**src/rtl/signed_result_bcd_decoder.sv**
```systemverilog
// Two's-complement word to sign + packed BCD, one double-dabble step per clock.
// Optional SEG7_EN adds registered seven-segment outputs alongside out_bcd.
module signed_result_bcd_decoder #(
  parameter int WIDTH  = 5,
  parameter int DIGITS = 2
) (
  input  logic                  clk,
  input  logic                  rst_n,
  input  logic                  in_valid,
  output logic                  in_ready,
  input  logic [WIDTH-1:0]      in_data,
  output logic                  out_valid,
  input  logic                  out_ready,
  output logic                  out_sign,
  output logic [4*DIGITS-1:0]   out_bcd
`ifdef SEG7_EN
  ,
  output logic [7*DIGITS-1:0]   out_seg,
  output logic                  out_seg_minus
`endif
);

  localparam int BW = 4 * DIGITS;
  localparam int CW = $clog2(WIDTH + 1);

  function automatic longint unsigned pow10(input int n);
    longint unsigned r;
    r = 64'd1;
    for (int i = 0; i < n; i++) r = r * 64'd10;
    return r;
  endfunction

  // The largest magnitude, 2^(WIDTH-1), must fit in the BCD digits.
  generate
    if (WIDTH < 2 || WIDTH > 16) begin : gBadWidth
      $error("signed_result_bcd_decoder: WIDTH must be in 2..16");
    end
    if ((64'd1 << (WIDTH - 1)) > (pow10(DIGITS) - 64'd1)) begin : gBadDigits
      $error("signed_result_bcd_decoder: DIGITS too small for WIDTH");
    end
  endgenerate

  typedef enum logic [1:0] {IDLE, CONV, HOLD} state_t;

  state_t          state_q;
  logic [CW-1:0]   count_q;
  logic [WIDTH-1:0] mag_q;
  logic [BW-1:0]   bcd_q;
  logic            sign_q;
  logic            outValid_q;
  logic            outSign_q;
  logic [BW-1:0]   outBcd_q;

  logic [WIDTH-1:0] absIn;
  logic [BW-1:0]    bcdAdj;
  logic [BW-1:0]    bcd_d;
  logic [WIDTH-1:0] mag_d;
  logic             unusedMsb;

  // Magnitude stays WIDTH bits: the most negative input maps onto 2^(WIDTH-1).
  assign absIn = in_data[WIDTH-1] ? (~in_data + WIDTH'(1)) : in_data;

  always_comb begin
    bcdAdj = bcd_q;
    for (int i = 0; i < DIGITS; i++) begin
      if (bcd_q[4*i +: 4] >= 4'd5) bcdAdj[4*i +: 4] = bcd_q[4*i +: 4] + 4'd3;
    end
    bcd_d = {bcdAdj[BW-2:0], mag_q[WIDTH-1]};
    mag_d = {mag_q[WIDTH-2:0], 1'b0};
  end

  // The top bit falls off the shift; it can only be set on a range violation.
  assign unusedMsb = bcdAdj[BW-1];

`ifdef SEG7_EN
  function automatic logic [6:0] seg7(input logic [3:0] n);
    case (n)
      4'd0:    seg7 = 7'b0111111;
      4'd1:    seg7 = 7'b0000110;
      4'd2:    seg7 = 7'b1011011;
      4'd3:    seg7 = 7'b1001111;
      4'd4:    seg7 = 7'b1100110;
      4'd5:    seg7 = 7'b1101101;
      4'd6:    seg7 = 7'b1111101;
      4'd7:    seg7 = 7'b0000111;
      4'd8:    seg7 = 7'b1111111;
      4'd9:    seg7 = 7'b1101111;
      default: seg7 = 7'b0000000;
    endcase
  endfunction

  logic [7*DIGITS-1:0] seg_d;
  logic [7*DIGITS-1:0] outSeg_q;
  logic                outSegMinus_q;

  always_comb begin
    seg_d = '0;
    for (int i = 0; i < DIGITS; i++) seg_d[7*i +: 7] = seg7(bcd_d[4*i +: 4]);
  end

  always_ff @(posedge clk or negedge rst_n) begin
    if (!rst_n) begin
      outSeg_q      <= '0;
      outSegMinus_q <= 1'b0;
    end else if (state_q == CONV && count_q == CW'(WIDTH - 1)) begin
      outSeg_q      <= seg_d;
      outSegMinus_q <= sign_q;
    end
  end

  assign out_seg       = outSeg_q;
  assign out_seg_minus = outSegMinus_q;
`endif

  always_ff @(posedge clk or negedge rst_n) begin
    if (!rst_n) begin
      state_q    <= IDLE;
      count_q    <= '0;
      mag_q      <= '0;
      bcd_q      <= '0;
      sign_q     <= 1'b0;
      outValid_q <= 1'b0;
      outSign_q  <= 1'b0;
      outBcd_q   <= '0;
    end else begin
      case (state_q)
        IDLE: begin
          if (in_valid) begin
            sign_q  <= in_data[WIDTH-1];
            mag_q   <= absIn;
            bcd_q   <= '0;
            count_q <= '0;
            state_q <= CONV;
          end
        end
        CONV: begin
          bcd_q   <= bcd_d;
          mag_q   <= mag_d;
          count_q <= count_q + CW'(1);
          if (count_q == CW'(WIDTH - 1)) begin
            state_q    <= HOLD;
            outValid_q <= 1'b1;
            outSign_q  <= sign_q;
            outBcd_q   <= bcd_d;
          end
        end
        HOLD: begin
          if (out_ready) begin
            state_q    <= IDLE;
            outValid_q <= 1'b0;
          end
        end
        default: state_q <= IDLE;
      endcase
    end
  end

  assign in_ready  = (state_q == IDLE);
  assign out_valid = outValid_q;
  assign out_sign  = outSign_q;
  assign out_bcd   = outBcd_q;

endmodule
```
**config.mk**
```make
export PLATFORM = sky130hd
export DESIGN_NAME = signed_result_bcd_decoder
export DESIGN_NICKNAME = d
export VERILOG_FILES = /design/src/rtl/signed_result_bcd_decoder.sv
export SDC_FILE = /design/constraint.sdc
export NUM_CORES = 1
export LEC_CHECK = 0
export ABC_AREA = 1
export BUFFER_PORTS_ARGS = -buffer_cell sky130_fd_sc_hd__buf_2
export CORE_UTILIZATION = 35
export DETAILED_ROUTE_END_ITERATION = 10
export GPL_TIMING_DRIVEN = 0
export HOLD_SLACK_MARGIN = 0.05
export PLACE_DENSITY = 0.6
export SYNTH_ARGS = -nofsm -noshare
export SYNTH_HDL_FRONTEND = slang
export SYNTH_SLANG_ARGS = --single-unit
```
**constraint.sdc**
```tcl
create_clock -name clk -period 1.8 [get_ports clk]
set_clock_uncertainty 0.05 [all_clocks]
set_input_delay 0.36 -clock clk [delete_from_list [all_inputs] [get_ports clk]]
set_output_delay 0.36 -clock clk [all_outputs]
set_load 0.02 [all_outputs]
```
== After elaboration in Yosys (flattened, before gate mapping) ==
Cells that the tools add are included.
W data, S select, Z words.
Word-level totals
  flip-flop bits (word level): 29
  latch bits: 0
  RAM bits: 0
  memory bits (read-only): 0
  output and inout bits: 11
  word-level logic and storage cells: 45
  memories: 0
Cells by class
  add/subtract/negate cells: 4
  $mul: 0
  div/mod/pow operators: 0
  $lt $le $gt $ge: 2
  eq/ne operators: 6
  shift operators: 0
  muxes and demuxes: 16
  bitwise operators: 1
  reductions and logical operators: 8
Operators by type and width (number)
  $pmux W8 S2: 1
  $mux W5: 2
  $pmux W5 S2: 1
  $ge A4 B3 Y1 const B: 2
  $mux W8: 1
  $mux W2: 3
  $mux W3: 2
  $ne A2 B2 Y1 const B: 3
  $pmux W2 S3: 1
  $pmux W3 S2: 1
  $reduce_and A2 Y1: 3
  $reduce_and A3 Y1: 2
  $add A5 B1 Y5 const B: 1
  $not A5 Y5: 1
  $add A4 B2 Y4 const B: 1
  $mux W4: 1
  $reduce_bool A2 Y1: 2
  $add A3 B1 Y3 const B: 1
  $add A3 B2 Y3 const B: 1
  $eq A3 B3 Y1 const B: 1
  $eq A2 B1 Y1 const B: 1
  $eq A2 B2 Y1 const B: 1
  $logic_not A2 Y1: 1
  $mux W1: 2
  $pmux W1 S2: 1

== Logic depth before layout (Yosys ltp) ==
  depth in word-level cells: 5
  depth in mapped cells: 9
  gate-level depth less buffers: 9

== Worst setup path before layout ==
Ideal clock, no wire load.
  kind: register to register
  from: register state_q[0]
  to: register mag_q[2]
  arrival: 1242 ps
  required time: 1685 ps
  slack: 443 ps
  cell stages (with the launch flop): 6
  buffers on the path: 0
  period minus slack after synthesis: 1357 ps
  path through: dfrtp_1 > nor2_1 > nand2_1 > a21oi_1 > o21ai_0 > nand2_1
On the way
  cells in the longest elaborated chain, start to end: 3
RTL lines
  from (decl): RTL line 45  | state_t state_q;
  from (signal assigned): RTL line 117  | state_q <= IDLE;
  from (signal assigned): RTL line 133  | state_q <= CONV;
  from (signal assigned): RTL line 141  | state_q <= HOLD;
  $logic_not A2 Y1 *
  named net in_ready: RTL line 10  | output logic in_ready,
  $ne A2 B2 Y1 (no source line) / $reduce_bool A2 Y1 (equally long branches)
  $reduce_and A2 Y1 (no source line)
  to (signal assigned): RTL line 130  | mag_q <= absIn;
  to (signal assigned): RTL line 138  | mag_q <= mag_d;
  to (decl): RTL line 47  | logic [WIDTH-1:0] mag_q;
Mark *: on every way through the listed nets, which the timed path passes. The rest lies on a longest branch.
A chain may end at the register's enable or synchronous reset.

== Final worst setup path ==
  from: register state_q[0]
  to: output in_ready
On the way
  cells in the longest elaborated chain, start to end: 1
RTL lines
  $logic_not A2 Y1: RTL line 158  | assign in_ready = (state_q == IDLE);
  to (decl): RTL line 10
Every way passes these cells.

==> flow_summary.json <==
{
  "status": "complete, no violations",
  "clkSlewWorstSetupHoldPaths_ns": 0.06,
  "syn_to_final_growth_pct": 16.75,
  "post-route-period-util": 0.8216,
  "r2r_cells": 8,
  "grt_max_degree": 30,
  "hold_ws_ns": 0.04808,
  "cts_tree": "built",
  "drive_gt1_frac": 0.1505,
  "drtIter0Drc": 87,
  "port_buffers": 19,
  "crit_path_start": "state_q[0]$_DFFE_PN0P_",
  "drcViolationCount": 0,
  "grt_pass1_wl_um": 5009,
  "postSynthAreaPerCell_um2": 8.091,
  "slew_headroom": 0.5618,
  "nNetsFinal": 222,
  "crit_fanout": 5,
  "cts-root-buf": "clkbuf_8",
  "mostFrequentLayoutCells": "nand2_1, dfrtp_1, inv_1",
  "power.density_nw_per_um2": 1739,
  "final_common_cell": "nand2_1",
  "dieArea_um2": 4423,
  "grt_pass1_vias": 1108,
  "die_y_um": 66.51,
  "diodes": 0,
  "p_leak_nw": 0.9334,
  "cts_made_buffers": 5,
  "core-area_um2": 4000,
  "drv_cap": 0,
  "setup_tns_ns": 0,
  "finalSetupViolations": 0,
  "critPathRequiredTime_ns": 1.39,
  "rows": 23,
  "max_freq_ghz": 0.6762,
  "routedWlPerCell_um": 11.45,
  "initial_core_util": 0.3641,
  "hpwl_um": 2069,
  "ys_types": 19,
  "die_w_um": 66.51,
  "path_class": "flop to output port",
  "max_slew.worst_pin.slew_ns": 0.6573,
  "syn_nets": 196,
  "pin_count": 20,
  "hp-class": "input pin to asynchronous set/reset pin",
  "yosys_warnings": 0,
  "ys_ff_latch": 29,
  "fin_area_um2": 1700,
  "yosysSeqAreaShare": 0.4983,
  "cp.arrival_ns": 1.07,
  "crit_path_start_kind": "flop",
  "cts_hold_buf": 0,
  "grt_remaining_overflow": 0,
  "antenna_found_initial": 0,
  "insertion_delay_ns": 0.28,
  "synth_cells": 180,
  "cts_resized": 0,
  "clkSinkCount": 29,
  "postRouteAntennaNets": 0,
  "netlist_area_um2": 1456,
  "slew_violations": 0,
  "finalWirelength_um": 2932,
  "place_area_um2": 1614,
  "endpoint_kind": "output port",
  "post-cts-setup-buffers": 0,
  "clock_tree.buffer_depth": 2,
  "r2r_start": "count_q[0]$_DFFE_PN0P_",
  "gp_routability_congestion": 0.8350,
  "fin_crit_ns": 1.479,
  "ir_worst_vdd_mv": 0.4927,
  "viasPerCell": 4.566,
  "worst-r2r-setup-slack_ns": 0.34,
  "rsz0062_at_grt": "false",
  "vias": 1169,
  "track_usage": 0.1584,
  "first_pass_iters": 4,
  "total_power_mw": 2.958,
  "finalHoldViolCount": 0,
  "htreeDepth": 2
}
==> synthesized netlist by cell type <==
cell type,number,area [µm²]
dfrtp_1,29,725.7
o211ai_1,1,7.510
inv_2,1,3.750
nor2_1,7,26.28
o31ai_1,1,7.510
nand2_4,1,11.26
nor2_8,1,20.02
buf_6,1,11.26
a22oi_1,2,15.01
nand2_1,68,255.2
a21oi_1,4,20.02
buf_4,1,7.510
o21ai_0,12,60.06
o22ai_1,2,12.51
nand4_1,3,18.77
ha_1,7,87.58
inv_1,23,86.33
buf_2,1,5.000
nand3_1,15,75.07
==> worst paths after layout <==
check,endpoint
max,in_ready
min,out_bcd[3]$_DFFE_PN0P_
max reg2reg,out_sign$_DFFE_PN0P_
min reg2reg,out_bcd[6]$_DFFE_PN0P_
max in group asynchronous,out_bcd[0]$_DFFE_PN0P_
min in group clk,state_q[1]$_DFFE_PN0P_
==> flip-flops by register name (all words and copies together) (netlist names) <==
| register | cells |
|---|---|
| bcd_q | 8 |
| count_q | 3 |
| mag_q | 5 |
| out_bcd | 8 |
| out_sign | 1 |
| out_valid | 1 |
| sign_q | 1 |
| state_q | 2 |
==> final cells by class <==
| cell class | count | area [µm²] |
|---|---|---|
| Fill cell | 415 | 2300 |
| Sequential cell | 29 | 725.7 |
| Multi-Input combinational cell | 124 | 616.8 |
| Timing Repair Buffer | 19 | 95.09 |
| Inverter | 24 | 90.09 |
| Clock buffer | 7 | 86.33 |
| Tap cell | 50 | 62.56 |
| Buffer | 3 | 23.77 |
==> stage by stage <==
stage,utilization,worst slack (ns),instances
after global routing,0.4251,0.1814,256
after global placement,0.4035,0.3446,249
after CTS,0.4251,0.3051,256
final,0.4251,0.3212,256
after detailed placement,0.4035,0.3513,249
after floorplan,-,0.4432,180
==> worst max-delay path, cell delays in order (launching register included) <==
cell and delay, ns:
dfrtp_1 0.43, nor2_1 0.17, buf_2 0.19
==> routing by layer <==
layer  wire length [µm]  share of wire  track usage  vias up
met1               1459           0.50       0.1953      521
met4                 34          0.012      0.05585        0
met5                  0              0            0        -
met3                121          0.041      0.06164        4
met2               1317           0.45       0.2500       23
li1                   -              -            -      621
==> report_power, final <==
group	internal [mW]	switching [mW]
clock	0.303	0.249
combinational	0.461	0.849
sequential	0.921	0.175
==> cell families after synthesis <==
| family | count (synthesis) | synth area share |
|---|---|---|
| AOI/OAI and AO/OA | 22 | 0.08419 |
| buffers and inverters | 27 | 0.07817 |
| and+or+nand+nor | 95 | 0.2792 |
| DFF | 29 | 0.4983 |
| adders and majority gates | 7 | 0.06013 |
Note: power is estimated with default switching activity, not from simulation.
